==> src/rtl/ifid_skid_stage.sv <==
// IF/ID pipeline boundary with a registered valid/ready handshake and a two-entry skid buffer.
// Presents a NOP bubble whenever empty or flushed, and counts downstream back-pressure cycles.
module ifid_skid_stage #(
    parameter int unsigned          INSTR_W   = 32,
    parameter int unsigned          PC_W      = 64,
    parameter logic [INSTR_W-1:0]   NOP_INSTR = INSTR_W'(32'h0000_0013),
    parameter int unsigned          CNT_W     = 16
) (
    input  logic               clk,
    input  logic               reset,
    input  logic               flush,
    input  logic               in_valid,
    output logic               in_ready,
    input  logic [INSTR_W-1:0] in_instr,
    input  logic [PC_W-1:0]    in_pc,
    output logic               out_valid,
    input  logic               out_ready,
    output logic [INSTR_W-1:0] out_instr,
    output logic [PC_W-1:0]    out_pc,
    output logic [1:0]         occupancy,
    output logic [CNT_W-1:0]   stall_cnt
);

    // The encoding equals the number of held entries, so occupancy is the state itself.
    typedef enum logic [1:0] {
        ST_EMPTY = 2'd0,
        ST_ONE   = 2'd1,
        ST_FULL  = 2'd2
    } state_e;

    state_e             state_q, state_d;
    logic               in_ready_q, in_ready_d;
    logic [INSTR_W-1:0] main_instr_q, main_instr_d;
    logic [PC_W-1:0]    main_pc_q, main_pc_d;
    logic [INSTR_W-1:0] skid_instr_q, skid_instr_d;
    logic [PC_W-1:0]    skid_pc_q, skid_pc_d;
    logic [CNT_W-1:0]   stall_cnt_q, stall_cnt_d;

    logic               valid_int;
    logic               accept;
    logic               deliver;

    assign valid_int = (state_q != ST_EMPTY);
    assign accept    = in_valid & in_ready_q;
    assign deliver   = valid_int & out_ready;

    always_comb begin
        // NOTE: every signal written here gets a default first, otherwise a path
        // that skips an assignment infers a latch.
        state_d      = state_q;
        main_instr_d = main_instr_q;
        main_pc_d    = main_pc_q;
        skid_instr_d = skid_instr_q;
        skid_pc_d    = skid_pc_q;

        if (flush) begin
            // Handshakes completing this cycle are consumed and dropped.
            state_d = ST_EMPTY;
        end else begin
            unique case (state_q)
                ST_EMPTY: begin
                    if (accept) begin
                        main_instr_d = in_instr;
                        main_pc_d    = in_pc;
                        state_d      = ST_ONE;
                    end
                end
                ST_ONE: begin
                    if (accept && deliver) begin
                        main_instr_d = in_instr;
                        main_pc_d    = in_pc;
                    end else if (accept) begin
                        skid_instr_d = in_instr;
                        skid_pc_d    = in_pc;
                        state_d      = ST_FULL;
                    end else if (deliver) begin
                        state_d = ST_EMPTY;
                    end
                end
                ST_FULL: begin
                    // in_ready is low here, so only a deliver can move us.
                    if (deliver) begin
                        main_instr_d = skid_instr_q;
                        main_pc_d    = skid_pc_q;
                        state_d      = ST_ONE;
                    end
                end
                default: state_d = ST_EMPTY;
            endcase
        end

        // Registered ready: looks only at our own next state, never at out_ready directly.
        in_ready_d = (state_d != ST_FULL);
    end

    always_comb begin
        stall_cnt_d = stall_cnt_q;
        if (valid_int && !out_ready && (stall_cnt_q != {CNT_W{1'b1}})) begin
            stall_cnt_d = stall_cnt_q + 1'b1;
        end
    end

    // NOTE: sequential state uses non-blocking assignments so every flop samples
    // the pre-edge values regardless of block ordering.
    always_ff @(posedge clk or posedge reset) begin
        if (reset) begin
            state_q     <= ST_EMPTY;
            in_ready_q  <= 1'b1;
            stall_cnt_q <= '0;
        end else begin
            state_q     <= state_d;
            in_ready_q  <= in_ready_d;
            stall_cnt_q <= stall_cnt_d;
        end
    end

    // NOTE: payload registers are not reset; validity lives entirely in state_q and
    // the outputs are masked while empty, so stale payload is never observable.
    always_ff @(posedge clk) begin
        main_instr_q <= main_instr_d;
        main_pc_q    <= main_pc_d;
        skid_instr_q <= skid_instr_d;
        skid_pc_q    <= skid_pc_d;
    end

    assign in_ready  = in_ready_q;
    assign out_valid = valid_int;
    assign out_instr = valid_int ? main_instr_q : NOP_INSTR;
    assign out_pc    = valid_int ? main_pc_q : '0;
    assign occupancy = state_q;
    assign stall_cnt = stall_cnt_q;

endmodule

==> config.mk <==
export PLATFORM = sky130hd
export DESIGN_NAME = ifid_skid_stage
export DESIGN_NICKNAME = d
export VERILOG_FILES = /design/src/rtl/ifid_skid_stage.sv
export SDC_FILE = /design/constraint.sdc
export NUM_CORES = 1
export LEC_CHECK = 0
export BUFFER_PORTS_ARGS = -buffer_cell sky130_fd_sc_hd__buf_2
export CELL_PAD_IN_SITES_DETAIL_PLACEMENT = 1
export CELL_PAD_IN_SITES_GLOBAL_PLACEMENT = 1
export CORE_MARGIN = 1.5
export CORE_UTILIZATION = 47
export CTS_BUF_LIST = sky130_fd_sc_hd__clkbuf_2 sky130_fd_sc_hd__clkbuf_4 sky130_fd_sc_hd__clkbuf_8
export CTS_CLUSTER_SIZE = 24
export DETAILED_ROUTE_END_ITERATION = 16
export PLACE_DENSITY = 0.91
export REMOVE_ABC_BUFFERS = 1
export SLEW_MARGIN = 20
export SYNTH_ARGS = -nofsm -noshare
export SYNTH_HDL_FRONTEND = slang
export SYNTH_SLANG_ARGS = --single-unit
==> constraint.sdc <==
create_clock -name clk -period 13.9 [get_ports clk]
set_input_delay 1.39 -clock clk [delete_from_list [all_inputs] [get_ports clk]]
set_output_delay 1.39 -clock clk [all_outputs]
set_load 0.005 [all_outputs]
==> flow_metrics.py <==
metrics = {
    "die": {
        "dieArea_sq_mm": 0.0192,
        "core-area_sq_mm": 0.0180,
        "rows": 49,
        "io_pins": 217,
        "start_util_pct": 48.1,
        "fp.dieW_um": 139,
        "die_y_um": 139,
    },
    "placement": {
        "post-place-cells": 1116,
        "gp_congestion": 0.780,
        "dp_hpwl_mm": 13.9,
        "placed_area_sq_mm": 0.00991,
        "io_buffer_count": 216,
    },
    "yosys": {
        "syn_area_sq_mm": 0.00864,
        "synth_warnings": 0,
        "synthTopCellsByCount": "nand2_1, edfxtp_1, and2_1",
        "synth_cells": 700,
        "yosysTopAreaCellShare_pct": 66.8,
        "yosys.area.top_type": "edfxtp_1",
        "ys_ff_latch": 211,
        "synthArstFlopShare_pct": 9.00,
        "synth.distinct_cells": 40,
        "synth_flop_cell": "edfxtp_1",
        "synth_most_common_cell": "nand2_1",
        "synth_edf_count": 192,
        "syn_area_per_cell_sq_um": 12.3,
        "synth_top_cells_by_area": "edfxtp_1, nand2_1, and2_1",
        "seq_area_frac_synth_pct": 72.3,
    },
    "clock_tree": {
        "post_cts_buffers": 0,
        "cts_num_sinks": 211,
        "cts_resized": 0,
        "cts_hold_buf": 0,
        "clock_path_buffers": 3,
        "cts_tree": "built",
        "clk_latency_ns": 0.51,
        "cts_max_level": 2,
        "clkTransAtPathRegs_ns": 0.06,
        "cts_buffers": 36,
        "cts-root-buf": "clkbuf_8",
    },
    "cells_and_area": {
        "syn2layout_area_growth_pct": 23.4,
        "stdcell_area_sq_mm": 0.0107,
        "layout-drive-gt1-share_pct": 31.4,
        "final_nets": 1028,
        "fill_cells": 1931,
        "stdcell_count": 1184,
        "post-route-util_pct": 59.3,
    },
    "timing": {
        "finalCritPeriodShare_pct": 26.7,
        "drv_slew": 0,
        "fmax_mhz": 270,
        "slew_headroom_pct": 27.8,
        "fin_crit_ns": 3.71,
        "worstMarginPinSlew_ns": 1.08,
        "finClkSkew_ns": 0.0115,
        "setup_viol": 0,
        "fin_setup_tns_ns": 0,
        "hold_viol": 0,
        "rsz0062_at_grt": "no",
    },
    "global_routing": {
        "first_global_vias": 6364,
        "grt-busiest-layer": "met2",
        "grt.met1_usage_pct": 26.5,
        "antenna_found_initial": 3,
        "met3_usage_pct": 6.84,
        "grt_max_degree": 99,
        "grt_util_all_layers_pct": 22.5,
        "gr-usage-met2_pct": 39.8,
        "gr-total-overflow": 0,
        "grt_pass1_wl_mm": 34.2,
    },
    "worst_setup_path": {
        "crit_fanout": 97,
        "crit_type": "reg -> out",
        "required_ns": 12.51,
        "end_kind": "primary output",
        "arrival_ns": 2.32,
        "startpoint_type": "register",
    },
    "flow_run": {
        "maxCapViolations": 0,
    },
    "power": {
        "max-vdd-ir-drop_uv": 110,
        "powerDensity_mw_per_mm2": 134,
        "p_leak_nw": 4.68,
    },
    "drt": {
        "drtAntennaViolNets": 0,
        "remaining_drc_errors": 0,
        "drt-total-wl_mm": 21.8,
        "viasPerCell": 5.07,
        "dr_total_vias": 6008,
        "first_pass_iters": 4,
        "first_iter_violations": 266,
        "routedWlPerCell_um": 18.4,
    },
    "run_status": {
        "status": "complete, no violations",
    },
    "hold_path": {
        "hold_class": "reg -> reg",
    },
}
-- worst max-delay path, stage by stage, from the launching register on --
cell     delay [ns]
dfrtp_1        0.55
or2_2          0.19
buf_4          0.61
and2_1         0.26
buf_2          0.13
-- routing by layer --
metal	share of wire [%]	vias to the layer above
li1	-	2801
met1	38	2937
met2	52	230
met3	7.7	38
met4	2.0	2
met5	0.078	-
-- area by class of cell --
class	count	area (sq um)	area share, %
clock buffers	54	649	6.09
inverters	2	7.51	0.0704
well taps	229	287	2.69
clock inverters	10	71.3	0.669
flip-flops and latches	211	6240	58.6
repair buffers	223	1150	10.8
diodes	3	7.51	0.0704
multi-input cells	452	2250	21.1
-- power by group --
part	switching (mW)	total, mW	leakage (nW)	internal [mW]
sequential	0.0164	0.741	2.01	0.725
combinational	0.0716	0.125	2.29	0.0532
clock	0.242	0.560	0.385	0.317
-- stage by stage --
stage               worst slack (ns)  power (mW)  hold slack [ns]
floorplan                       5.06       0.812            0.481
global route                   10.02        1.48            0.524
finish                         10.19        1.43            0.503
CTS                            10.16        1.44            0.508
global placement               10.38       0.870            0.487
detailed placement             10.30       0.879            0.495
-- kinds of logic after synthesis --
kind of cell,after synthesis,share of synthesized area (%)
muxes,1,0.130
xor gates and xnor gates,15,1.52
buffers and inverters,37,2.01
DFF,211,72.3
AOI/OAI and AO/OA,6,0.681
and+or+nand+nor,429,23.2
adders and majority gates,1,0.145
-- flip-flops by register name (all words and copies together), names as in the netlist --
signal	flops
occupancy	2
main_instr_q	32
in_ready	1
main_pc_q	64
skid_instr_q	32
skid_pc_q	64
stall_cnt	16
-- path summary, 6_finish.rpt --
check / slack, ns / start / depth (start not counted) / end
hold / removal: 0.50 / skid_instr_q[26]$_DFFE_PP_ / 2 / main_instr_q[26]$_DFFE_PP_
setup reg to reg: 11.24 / in_ready$_DFF_PP1_ / 6 / skid_pc_q[31]$_DFFE_PP_
min in group asynchronous: 1.01 / reset / 2 / stall_cnt[5]$_DFFE_PP0P_
max in group asynchronous: 12.42 / reset / 2 / stall_cnt[7]$_DFFE_PP0P_
setup / recovery: 10.19 / occupancy[0]$_DFF_PP0_ / 4 / out_pc[49]
hold reg to reg: 0.50 / skid_instr_q[26]$_DFFE_PP_ / 2 / main_instr_q[26]$_DFFE_PP_
-- cells in the final DEF, fill, tap and decap left out, drive strengths merged, types with 2 or more instances in the layout --
master and instances:
nor3 4, xor2 8, nand3 3, nand2 295, nand4 6, xnor2 7, edfxtp 192, dfrtp 18
and3 2, and2 93, buf 223, nand2b 5, diode 3, clkinv 8, inv 3, nor2 6
clkbuf 54, or2 2, nor4 6
Note: power is estimated with default switching activity, not from simulation.
